`src/rtl/nec_ir_transmitter.sv`:
```
// nec_ir_transmitter: Wishbone-controlled NEC infrared envelope generator
// supporting normal frames, repeat codes, output inversion and abort.
module nec_ir_transmitter #(
    parameter int PSIZE = 20
) (
    input  logic        clk,
    input  logic        rst_n,
    input  logic        wbs_cyc_i,
    input  logic        wbs_stb_i,
    input  logic [31:0] wbs_adr_i,
    input  logic        wbs_we_i,
    input  logic [31:0] wbs_dat_i,
    input  logic [3:0]  wbs_sel_i,
    output logic [31:0] wbs_dat_o,
    output logic        wbs_ack_o,
    output logic        ir_out,
    output logic        irq
);
    typedef enum logic [2:0] {IDLE, LEAD_MARK, LEAD_SPACE, BIT_MARK, BIT_SPACE, STOP_MARK} state_t;
    state_t state, state_n;
    logic [2:0]       ctrl;
    logic [PSIZE-1:0] prescaler, psc, pcnt, psc_w;
    logic [16:0]      data, data_w;
    logic [31:0]      sh, mask, rdata;
    logic [4:0]       ucnt, units, bcnt;
    logic             done, overrun, go, rpt;
    logic             req, wr, dwr, swr, busy, tick, last, fin, unused;

    assign req    = wbs_cyc_i & wbs_stb_i & ~wbs_ack_o;
    assign wr     = req & wbs_we_i;
    assign dwr    = wr && wbs_adr_i[3:2] == 2'd2;
    assign swr    = wr && wbs_adr_i[3:2] == 2'd3 && wbs_sel_i[0];
    assign mask   = {{8{wbs_sel_i[3]}}, {8{wbs_sel_i[2]}}, {8{wbs_sel_i[1]}}, {8{wbs_sel_i[0]}}};
    assign psc_w  = (prescaler & ~mask[PSIZE-1:0]) | (wbs_dat_i[PSIZE-1:0] & mask[PSIZE-1:0]);
    assign data_w = (data & ~mask[16:0]) | (wbs_dat_i[16:0] & mask[16:0]);
    assign unused = ^{wbs_adr_i, wbs_dat_i, mask};
    assign busy   = state != IDLE;
    assign tick   = pcnt == psc;
    assign last   = tick && ucnt == units - 5'd1;
    assign rdata  = wbs_adr_i[3:2] == 2'd0 ? {29'd0, ctrl} :
                    wbs_adr_i[3:2] == 2'd1 ? 32'(prescaler) :
                    wbs_adr_i[3:2] == 2'd2 ? {15'd0, data} : {29'd0, overrun, done, busy};
    assign ir_out = (state == LEAD_MARK || state == BIT_MARK || state == STOP_MARK) ^ ctrl[1];
    assign irq    = done & ctrl[2];

    always_ff @(posedge clk or negedge rst_n) begin
        if (!rst_n) state <= IDLE;
        else state <= state_n;
    end

    always_comb begin
        state_n = state;
        units   = 5'd1;
        fin     = 1'b0;
        case (state)
            IDLE:       state_n = go ? LEAD_MARK : IDLE;
            LEAD_MARK: begin
                units   = 5'd16;
                state_n = last ? LEAD_SPACE : state;
            end
            LEAD_SPACE: begin
                units   = rpt ? 5'd4 : 5'd8;
                state_n = !last ? state : rpt ? STOP_MARK : BIT_MARK;
            end
            BIT_MARK:   state_n = last ? BIT_SPACE : state;
            BIT_SPACE: begin
                units   = sh[0] ? 5'd3 : 5'd1;
                state_n = !last ? state : bcnt == 5'd31 ? STOP_MARK : BIT_MARK;
            end
            STOP_MARK: begin
                state_n = last ? IDLE : state;
                fin     = last;
            end
            default:    state_n = IDLE;
        endcase
        // clearing enable abandons the frame without reporting completion
        if (!ctrl[0]) begin
            state_n = IDLE;
            fin     = 1'b0;
        end
    end

    always_ff @(posedge clk or negedge rst_n) begin
        if (!rst_n) begin
            psc  <= '0;
            pcnt <= '0;
            ucnt <= '0;
            bcnt <= '0;
            sh   <= '0;
            rpt  <= 1'b0;
        end else if (!busy && go) begin
            psc  <= prescaler;
            pcnt <= '0;
            ucnt <= '0;
            bcnt <= '0;
            sh   <= {~data[15:8], data[15:8], ~data[7:0], data[7:0]};
            rpt  <= data[16];
        end else if (busy) begin
            pcnt <= tick ? '0 : pcnt + PSIZE'(1);
            if (tick) ucnt <= last ? 5'd0 : ucnt + 5'd1;
            if (state == BIT_SPACE && last) begin
                sh   <= sh >> 1;
                bcnt <= bcnt + 5'd1;
            end
        end
    end

    always_ff @(posedge clk or negedge rst_n) begin
        if (!rst_n) begin
            wbs_ack_o <= 1'b0;
            wbs_dat_o <= '0;
            ctrl      <= '0;
            prescaler <= '0;
            data      <= '0;
            done      <= 1'b0;
            overrun   <= 1'b0;
            go        <= 1'b0;
        end else begin
            wbs_ack_o <= req;
            wbs_dat_o <= (req && !wbs_we_i) ? rdata : '0;
            go        <= dwr && !busy && ctrl[0];
            done      <= fin || (done && !(swr && wbs_dat_i[1]));
            overrun   <= (dwr && busy) || (overrun && !(swr && wbs_dat_i[2]));
            if (wr && wbs_adr_i[3:2] == 2'd0 && wbs_sel_i[0]) ctrl <= wbs_dat_i[2:0];
            if (wr && wbs_adr_i[3:2] == 2'd1) prescaler <= psc_w;
            if (dwr && !busy) data <= data_w;
        end
    end
endmodule
```
`config.mk`:
```
export PLATFORM = sky130hd
export DESIGN_NAME = nec_ir_transmitter
export DESIGN_NICKNAME = d
export VERILOG_FILES = /design/src/rtl/nec_ir_transmitter.sv
export SDC_FILE = /design/constraint.sdc
export NUM_CORES = 1
export LEC_CHECK = 0
export CAP_MARGIN = 25
export CORE_AREA = 3 3 128 130
export CTS_BUF_LIST = sky130_fd_sc_hd__clkbuf_8
export DETAILED_ROUTE_END_ITERATION = 16
export DIE_AREA = 0 0 131 133
export GPL_ROUTABILITY_DRIVEN = 0
export GPL_TIMING_DRIVEN = 0
export HOLD_SLACK_MARGIN = 0.03
export PLACE_DENSITY = 0.78
export SYNTH_ARGS = -nofsm -noshare
export SYNTH_HDL_FRONTEND = slang
export SYNTH_SLANG_ARGS = --single-unit
```
`constraint.sdc`:
```
create_clock -name clk -period 3.2 [get_ports clk]
set_input_delay 0.96 -clock clk [delete_from_list [all_inputs] [get_ports clk]]
set_output_delay 0.96 -clock clk [all_outputs]
set_load 0.01 [all_outputs]
```
==> Word level (Yosys, flattened, before mapping) <==
Cells that the tools add are included.
{ "op_classes": {"addsub": 4, "n_mul": 0, "n_div": 0, "magnitude_cmp": 0, "eq_ne": 16, "shift": 0, "mux": 32, "bitwise": 16, "n_reduce_logical": 34} }
{ "op_table": {"columns": ["op", "n"], "rows": [
  ["$mux 20", 6],
  ["$mux 32", 3],
  ["$and 20x20->20", 2],
  ["$mux 5", 7],
  ["$and 17x17->17", 2],
  ["$mux 3", 8],
  ["$add 20x1->20 const B", 1],
  ["$eq 20x20->1", 1],
  ["$not 20->20", 1],
  ["$or 20x20->20", 1],
  ["$pmux 3 s6", 1],
  ["$logic_and 1x1->1", 17],
  ["$mux 17", 1],
  ["$not 17->17", 1],
  ["$or 17x17->17", 1],
  ["$not 8->8", 2],
  ["$ne 3x3->1 const B", 5],
  ["$pmux 5 s3", 1],
  ["$add 5x1->5 const B", 2],
  ["$eq 3x2->1 const B", 2],
  ["$eq 3x3->1 const B", 2],
  ["$reduce_bool 2->1", 3],
  ["$eq 5x5->1", 1],
  ["$eq 5x5->1 const B", 1],
  ["17 further kinds", 30]
]} }
{ "totals": {"ff_bits": 150, "latch_bits": 0, "mem_bits_rw": 0, "rom_bits": 0, "wordCells": 117, "memories": 0} }

==> Longest topological paths before layout <==
Gate-level depths: netlist of run 1.
{ "depth": {"ltp_word": 9, "mapped_depth": 14, "ltp_nobuf": 11} }

==> Worst setup path before layout of run 1 <==
No wires, ideal clock.
{ "synth_path": {"kind": "register to register", "from": "reg state[2]", "to": "reg sh[17]", "t_arrival_ns": 2.907, "required_ns": 3.074, "path_slack_ns": 0.167, "path_stages_with_launch": 15, "path_buffers": 3, "synth_period_minus_slack_ns": 3.033, "cell_sequence": "dfrtp_1 clkbuf_1 nor2b_1 nor2b_1 nand2_1 ha_1 and3_1 a221oi_2 xnor2_1 nor4_4 and3_1 buf_4 nor2_4 buf_6 a221o_1"} }
{ "synth_via": {"elab_chain_len": 8, "elab_cells_between_ends": 15, "classes_between": "add/sub (1); eq/ne (4); mux (2); reduce/logical (8)"} }
{ "synth_rtl": {"columns": ["element", "line", "text"], "rows": [
  ["start, declared", "20", "state_t state, state_n;"],
  ["start signal, assigned", "48", "else state <= state_n;"],
  ["$eq 3x3->1, or another cell as far along", "55, 101", null],
  ["$pmux 5 s3", "55", "case (state)"],
  ["$sub 5x1->5", "39", "assign last = tick && ucnt == units - 5'd1;"],
  ["$eq 5x5->1", "39", null],
  ["$logic_and 1x1->1", "39", null],
  ["$logic_and 1x1->1", "101", "if (state == BIT_SPACE && last) begin"],
  ["$reduce_bool 2->1 (no line)", null, null],
  ["$reduce_and 2->1 (no line)", null, null],
  ["end signal, assigned", "96", "sh <= {~data[15:8], data[15:8], ~data[7:0], data[7:0]};"],
  ["end signal, assigned", "102", "sh <= sh >> 1;"],
  ["end, declared", "24", "logic [31:0] sh, mask, rdata;"]
]} }
Parallel ways exist; a longest one is shown, timed or not.
A chain may end at the register's enable or synchronous reset.

==> Final worst setup path of run 1 <==
{ "layout_path": {"from": "reg state[1]", "to": "reg sh[21]"} }
The elaborated chain is that of the path after synthesis.

==> impl_results.md, run 1 <==
- Status: complete, no violations
- P_leak: just over 4 nW
- Final min period: just over 3 ns
- Area Overhead vs Synth: 18.5%
- Reg2reg end: sh[21]
- Max Fclk: 328 MHz
- TritonCTS Buffers: 17
- Peak supply drop: 0.356 mV
- Worst-Margin Slew: just over 0.7 ns
- Ys async rst share: 100%
- Drc violations: 0
- Port buffer count: around 50
- Final worst slack: ~0.15 ns
- Slew Viols, Final: 0
- HPWL after DPL: about 11000 um
- CTS root buf: clkbuf_8
- Post-synth EDFFs: 0
- # IOs: between 100 and 150
- Slew headroom: 51.8%
- Clk pin slew, worst setup/hold paths: about 0.080 ns
- Critical path's top delay family: simple AND/OR/NAND/NOR gates
- Skew-Pair Late Insertion Delay: 0.45 ns
- Yosys warning count: 0
- Synthesized cell area: between 6000 and 7000 um2
- Worst hold path type: in -> async
- CP Cell Sequence: clkbuf_4 > nor2b_4 > nor2b_4 > nand2_1 > ha_2 > and3_1 > a221oi_2 > xnor2_1 > nor4_4 > buf_4 > and3_1 > buf_4 > nor2_4 > buf_6 > a221o_1
- # setup viols final: 0
- Footprint of the multi-input gates: 2960 um2
- Die W: 131 um
- Post-place instance area: slightly below 8000 um2
- Arr. time, crit path: ~3.4 ns
- Antenna violations before repair: 0
- Final Hold Vio Count: 0
- Fin crit share: approximately 95%
- Commonest cells in the netlist: dfrtp_1, nand2_1, mux2_2
- Drt initial violations: between 500 and 600
- Register area: about 3800 um2
- Core ar.: 15300 um2
- Pre-CTS setup slack: -0.292 ns
- Ant. Diodes: 0
- Area leader, netlist: dfrtp_1
- Crit path capture: sh[21]
- Flop2flop setup slack: ~0.15 ns
- Vias in the first global route: 4902
- Power Total: 4.12 mW
- Worst Setup SP: state[1]
- Distinct cells, synth: 51
- Yosys reg bits: 150
- Max_cap viols: 0
- Cell area after layout: ~8000 um2
- Worst Skew: around 0.016 ns
- FP Rows: 45
- Drt wl/cell: between 15 and 20 um
- Top FF cell, synth: dfrtp_1
- CP max stage cell: dfrtp_1
- H-tree levels: 4
- Total wire length: ~16000 um
- Worst Path Buf+Inv: 4
- Grt total ovfl: 0
- Area contributors post-synth: dfrtp_1, mux2_2, nand2_1
- Largest net degree at the start of global routing: 93
- Clock buffer depth: 2
- First-pass GRT wire length: approximately 26000 um
- DRT antenna net count: 0
- DIE AREA: 17400 um2
- Worst stage delay on the critical path: about 0.39 ns
- Die Ht: roughly 130 um
- Most numerous cell in the Yosys netlist: dfrtp_1
- Critical path class: reg -> reg
- Number of clock sinks: 150
- Syn Area/Cell: roughly 11 um2
- Power density over cell area: 502 nW/um2
- Post-synthesis instance total: ~650
- Fill count: between 1000 and 1500
- Worst Setup Start Kind: register
- Worst path depth: 15
- Layout cell share with drive strength beyond 1: approximately 15%
- Seq/Total Area, Yosys: 54.3%
- Crit. End Element: register
- All-layer global routing usage: 18.7%
- R2R cell count: 15
- Share of the synthesized area in the top cell type: 54.3%
- Crit path max fanout: 10
- Final TNS setup: 0 ns
- Detailed Routing Iterations Pass 1: 5
- Hold Slack: just under 0.5 ns
- Via count: ~5200
- Worst Path Required: ~3.5 ns
- Reg-to-reg critical path startpoint: state[1]
- CTS tree: built
- Final net count: between 800 and 900
- Routed vias/inst: between 5 and 6
- Initial Util: ~45%
-- worst register-to-register path, delay by kind of cell, from the launching register on --
family          cells  cell delay, ns
buf+inv             4            0.66
xor+xnor            1            0.13
simple gates        7            1.05
fa+ha+maj           1            0.20
flops               1            0.39
compound gates      2            0.50
-- timing repair --
item / in CTS / in global routing
setup endpoints to repair: 42 / 43
setup buffers: 1 / 2
pin swaps: 1 / 1
gates resized for setup: 2 / 8
hold buffers: 0 / 0
-- final cells by class --
class / instances / share of cell area [%]
Timing Repair Buffer: 55 / 6.85
Tap cell: 211 / 3.22
Buffer: 44 / 2.96
Sequential cell: 150 / 45.8
Clock inverter: 13 / 1.57
Inverter: 6 / 0.275
Multi-Input combinational cell: 457 / 36.1
Clock buffer: 19 / 3.19
-- report_power, final --
part | total [mW] | leakage [nW] | internal, mW | switching (mW)
clock | 1.43 | 0.199 | 0.728 | 0.706
combinational | 0.500 | 1.82 | 0.257 | 0.243
sequential | 2.18 | 2.04 | 2.06 | 0.124
-- logic make-up after synthesis --
family          after synthesis  share of synthesized area [%]
simple gates                239                           16.5
flops                       150                           54.3
compound gates              111                           10.7
mux                          60                           9.95
other cells                   1                         0.0542
buf+inv                      51                           3.83
fa+ha+maj                     5                          0.904
xor+xnor                     30                           3.80
-- cells in the final DEF, fill, tap and decap left out, types with 4 or more instances in the layout --
cell | Yosys | final
o21ai_0 | 25 | 25
mux2_2 | 40 | 40
nand2b_1 | 4 | 4
a22oi_1 | 14 | 14
conb_1 | 1 | 12
nor2_1 | 34 | 34
nor3_1 | 7 | 7
a21oi_1 | 31 | 31
o31ai_1 | 5 | 5
inv_1 | 6 | 7
nand3_1 | 18 | 17
a31oi_1 | 5 | 5
nand2_1 | 109 | 109
buf_4 | 14 | 17
nor4_1 | 9 | 9
a221o_1 | 14 | 14
xnor2_1 | 7 | 7
dfrtp_1 | 150 | 149
ha_1 | 5 | 4
xor2_1 | 23 | 23
mux2i_1 | 17 | 17
and3_1 | 25 | 25
buf_2 | 5 | 4
clkbuf_1 | 23 | 21
nor2b_1 | 7 | 5
clkinv_2 | 0 | 5
clkbuf_8 | 0 | 19
clkdlybuf4s50_1 | 0 | 50
and2_1 | 7 | 7
or3_1 | 8 | 8
-- metal layers --
metal | part of all wire (%) | GRT usage (%) | up-vias
li1 | - | - | 2434
met1 | 48 | 28.4 | 2581
met2 | 44 | 26.4 | 172
met3 | 6.6 | 4.68 | 26
met4 | 1.8 | 5.83 | 0
met5 | 0 | 0 | -
-- per-stage QoR --
stage | std cells | util [%]
after CTS | 953 | 53.5
after global routing | 955 | 53.7
after global placement | 920 | 50.7
final | 955 | 53.7
after floorplan | 658 | -
after detailed placement | 921 | 50.9
-- worst min path at each step --
stage	endpoint	cells past startpoint	slack, ns
4_1_cts	overrun	2	0.48
2_1_floorplan	overrun	2	0.44
3_5_place_dp	overrun	2	0.46
5_1_grt	pcnt[15]	1	0.50
6_report	pcnt[1]	1	0.48
3_3_place_gp	overrun	2	0.45
Power figures use the tool's default switching activity.
==> run 2, diff against run 1 <==
- REMOVE_ABC_BUFFERS: not set -> 1
==> run 2 against run 1 <==
Net effect: fmax fell by 2.3%; register-to-register slack got worse by 0.07 ns; global-route usage rose by 0.67 points; first-iteration DRC count rose by 5.3%; critical path type unchanged; critical endpoint is now pcnt[7]; largest cell class unchanged.
==> impl_results.md, run 2 (synthesis gave the netlist of run 1 again) <==
- Status: complete, no violations (unchanged)
- Critical path class: reg -> reg (unchanged)
- Reg-to-reg critical path startpoint: pcnt[10] (was state[1])
- DIE AREA: 17400 um2 (unchanged)
- Clk pin slew, worst setup/hold paths: 0.08 ns (about the same)
- Unrepaired setup endpoints after global routing: false
- Final worst slack: 0.0823 ns (was 0.154 ns)
- Worst-Margin Slew: 0.978 ns (was 0.720 ns)
- Crit. End Element: register (unchanged)
- Worst stage delay on the critical path: 0.67 ns (was 0.39 ns)
- Port buffer count: 52 (was 51)
- Pre-CTS setup slack: -0.683 ns (was -0.292 ns)
- Critical path's top delay family: simple AND/OR/NAND/NOR gates (unchanged)
- Initial Util: 45.3% (unchanged)
- Footprint of the multi-input gates: 2980 um2 (was 2960 um2)
- Die W: 131 um (unchanged)
- Via count: 5191 (was 5213)
- CP Cell Sequence: xor2_1 > nor4_1 > nand3_1 > nor2_1 > nor2_1 > buf_4 > a21o_1 > a22o_1 (was clkbuf_4 > nor2b_4 > nor2b_4 > nand2_1 > ha_2 > and3_1 > a221oi_2 > xnor2_1 > nor4_4 > buf_4 > and3_1 > buf_4 > nor2_4 > buf_6 > a221o_1)
- Crit path max fanout: 12 (was 10)
- Met2 WL: 7690 um (was 6880 um)
- DR WL met3: 978 um (was 1030 um)
- Commonest non-fill, non-tap cells in the layout: dfrtp_1, nand2_1, clkdlybuf4s50_1 (unchanged)
- # setup viols final: 0 (unchanged)
- Hold worst-path end: overrun
- Grt total ovfl: 0 (unchanged)
- Routed vias/inst: 5.58 (was 5.46)
- Post-place instance area: 7630 um2 (was 7760 um2)
- Sw Ratio: 27.0% (was 26.1%)
- Max_cap viols: 0 (unchanged)
- Worst Path Required: 3.56 ns (was 3.53 ns)
- Total wire length: 16400 um (was 15700 um)
- Top Layer Used: met4 (unchanged)
- Worst Setup Start Kind: register (unchanged)
- Antenna violations before repair: 0 (unchanged)
- Power share of the sequential group: 53.0% (about the same)
- P_leak: 4.04 nW (was 4.05 nW)
- Worst Path Buf+Inv: 1 (was 4)
- Clock group share of total power: 34.9% (was 34.8%)
- Power Total: 4.12 mW (about the same)
- Detailed Routing Iterations Pass 1: 5 (unchanged)
- Fin crit share: 97.4% (was 95.2%)
- CTS root buf: clkbuf_8 (unchanged)
- All-layer global routing usage: 19.4% (was 18.7%)
- Die Ht: 133 um (unchanged)
- Peak supply drop: 0.297 mV (was 0.356 mV)
- Most used cell, CP: nor2_1
- Worst Skew: 0.0147 ns (was 0.0159 ns)
- TritonCTS Buffers: 17 (unchanged)
- CTS Hold Buffers Added: 0 (unchanged)
- Vias in the first global route: 5220 (was 4902)
- CP max stage cell: nor2_1 (was dfrtp_1)
- Register area: 3760 um2 (was 3750 um2)
- R2R cell count: 8 (was 15)
- Largest net degree at the start of global routing: 81 (was 93)
- Area Overhead vs Synth: 17.8% (was 18.5%)
- Final min period: 3.12 ns (was 3.05 ns)
- Drt initial violations: 558 (was 530)
- Internal Power: 3.01 mW (was 3.05 mW)
- NetSw: 1.11 mW (was 1.07 mW)
- Layout cell share with drive strength beyond 1: 15.4% (was 15.1%)
- Max Fclk: 321 MHz (was 328 MHz)
- Skew-Pair Late Insertion Delay: 0.47 ns (was 0.45 ns)
- Combinational share of power: 12.2% (was 12.1%)
- Cell area after layout: 8150 um2 (was 8200 um2)
- # IOs: 108 (unchanged)
- Clock buffer depth: 2 (unchanged)
- Arr. time, crit path: 3.48 ns (was 3.37 ns)
- HPWL after DPL: 11000 um (was 11100 um)
- Commonest non-fill, non-tap cell in the layout: dfrtp_1 (unchanged)
- Worst hold path type: reg -> reg (was in -> async)
- Fill count: 1296 (was 1348)
- Core ar.: 15300 um2 (unchanged)
- H-tree levels: 4 (unchanged)
- Drt wl/cell: 17.7 um (was 16.4 um)
- Number of clock sinks: 150 (unchanged)
- FP Rows: 45 (unchanged)
- CTS tree: built (unchanged)
- First-pass GRT wire length: 26600 um (was 25500 um)
- DRT antenna net count: 0 (unchanged)
- Min-delay src: overrun
- Final net count: 784 (was 809)
- Worst hold path depth: 2
- Final Hold Vio Count: 0 (unchanged)
- Reg2reg end: pcnt[7] (was sh[21])
- Flop2flop setup slack: 0.08 ns (was 0.15 ns)
- Slew Viols, Final: 0 (unchanged)
- Ant. Diodes: 0 (unchanged)
- Drc violations: 0 (unchanged)
- Slew headroom: 34.6% (was 51.8%)
- DRT met1 WL: 7360 um (was 7480 um)
- Power density over cell area: 506 nW/um2 (was 502 nW/um2)
-- run 2: worst reg2reg max path: stages (launching register included) --
cell	delay, ns
dfrtp_1	0.45
xor2_1	0.19
nor4_1	0.57
nand3_1	0.20
nor2_1	0.67
nor2_1	0.32
buf_4	0.28
a21o_1	0.16
a22o_1	0.18
-- run 2: metal layers --
| layer | track usage (%) | vias to the layer above |
|---|---|---|
| li1 | - | 2373 |
| met1 | 26.8 | 2603 |
| met2 | 29.6 | 190 |
| met3 | 4.08 | 25 |
| met4 | 8.11 | 0 |
| met5 | 0 | - |
-- run 2: cell type report --
class,count,share of cell area (%)
Timing Repair Buffer,73,9.12
Inverter,6,0.276
Multi-Input combinational cell,458,36.6
Sequential cell,150,46.1
Tap cell,211,3.24
Clock inverter,14,1.66
Clock buffer,18,3.04
-- run 2: repair_timing --
action / 4_1_cts / 5_1_grt
setup buffers: 3 / 10
pin swaps: 2 / 0
cloned: 1 / 0
setup endpoints to repair: 39 / 39
resized for setup: 7 / 4
-- run 2: how the worst max path moves through the flow --
| stage | from | end | slack, ns | cells past startpoint |
|---|---|---|---|---|
| after floorplan | state[2] | bcnt[3] | -0.27 | 11 |
| after global placement | rst_n | state[0] | -4.55 | 1 |
| after detailed placement | state[2] | sh[20] | -0.68 | 11 |
| after CTS | state[2] | sh[20] | 0.009 | 12 |
| after global routing | pcnt[10] | pcnt[7] | 0.01 | 8 |
| final | pcnt[10] | pcnt[7] | 0.08 | 8 |
-- run 2: per-stage QoR --
stage                     setup TNS (ns)  std cells  utilization, %  hold WS (ns)
final                                  0        930            53.4         0.485
after detailed placement          -16.48        884            50.0         0.469
after CTS                              0        920            52.8         0.487
after global placement           -748.82        876            49.2         0.457
after floorplan                    -1.70        613               -         0.442
after global routing                   0        930            53.4         0.522
-- run 2: power by group through the flow --
stage | sequential (mW) | combinational, mW | clock (mW)
6_report | 2.18 | 0.503 | 1.44
5_1_grt | 2.20 | 0.558 | 1.54
4_1_cts | 2.18 | 0.492 | 1.45
3_5_place_dp | 2.22 | 0.472 | 0
3_3_place_gp | 2.21 | 0.445 | 0
2_1_floorplan | 2.18 | 0.302 | 0
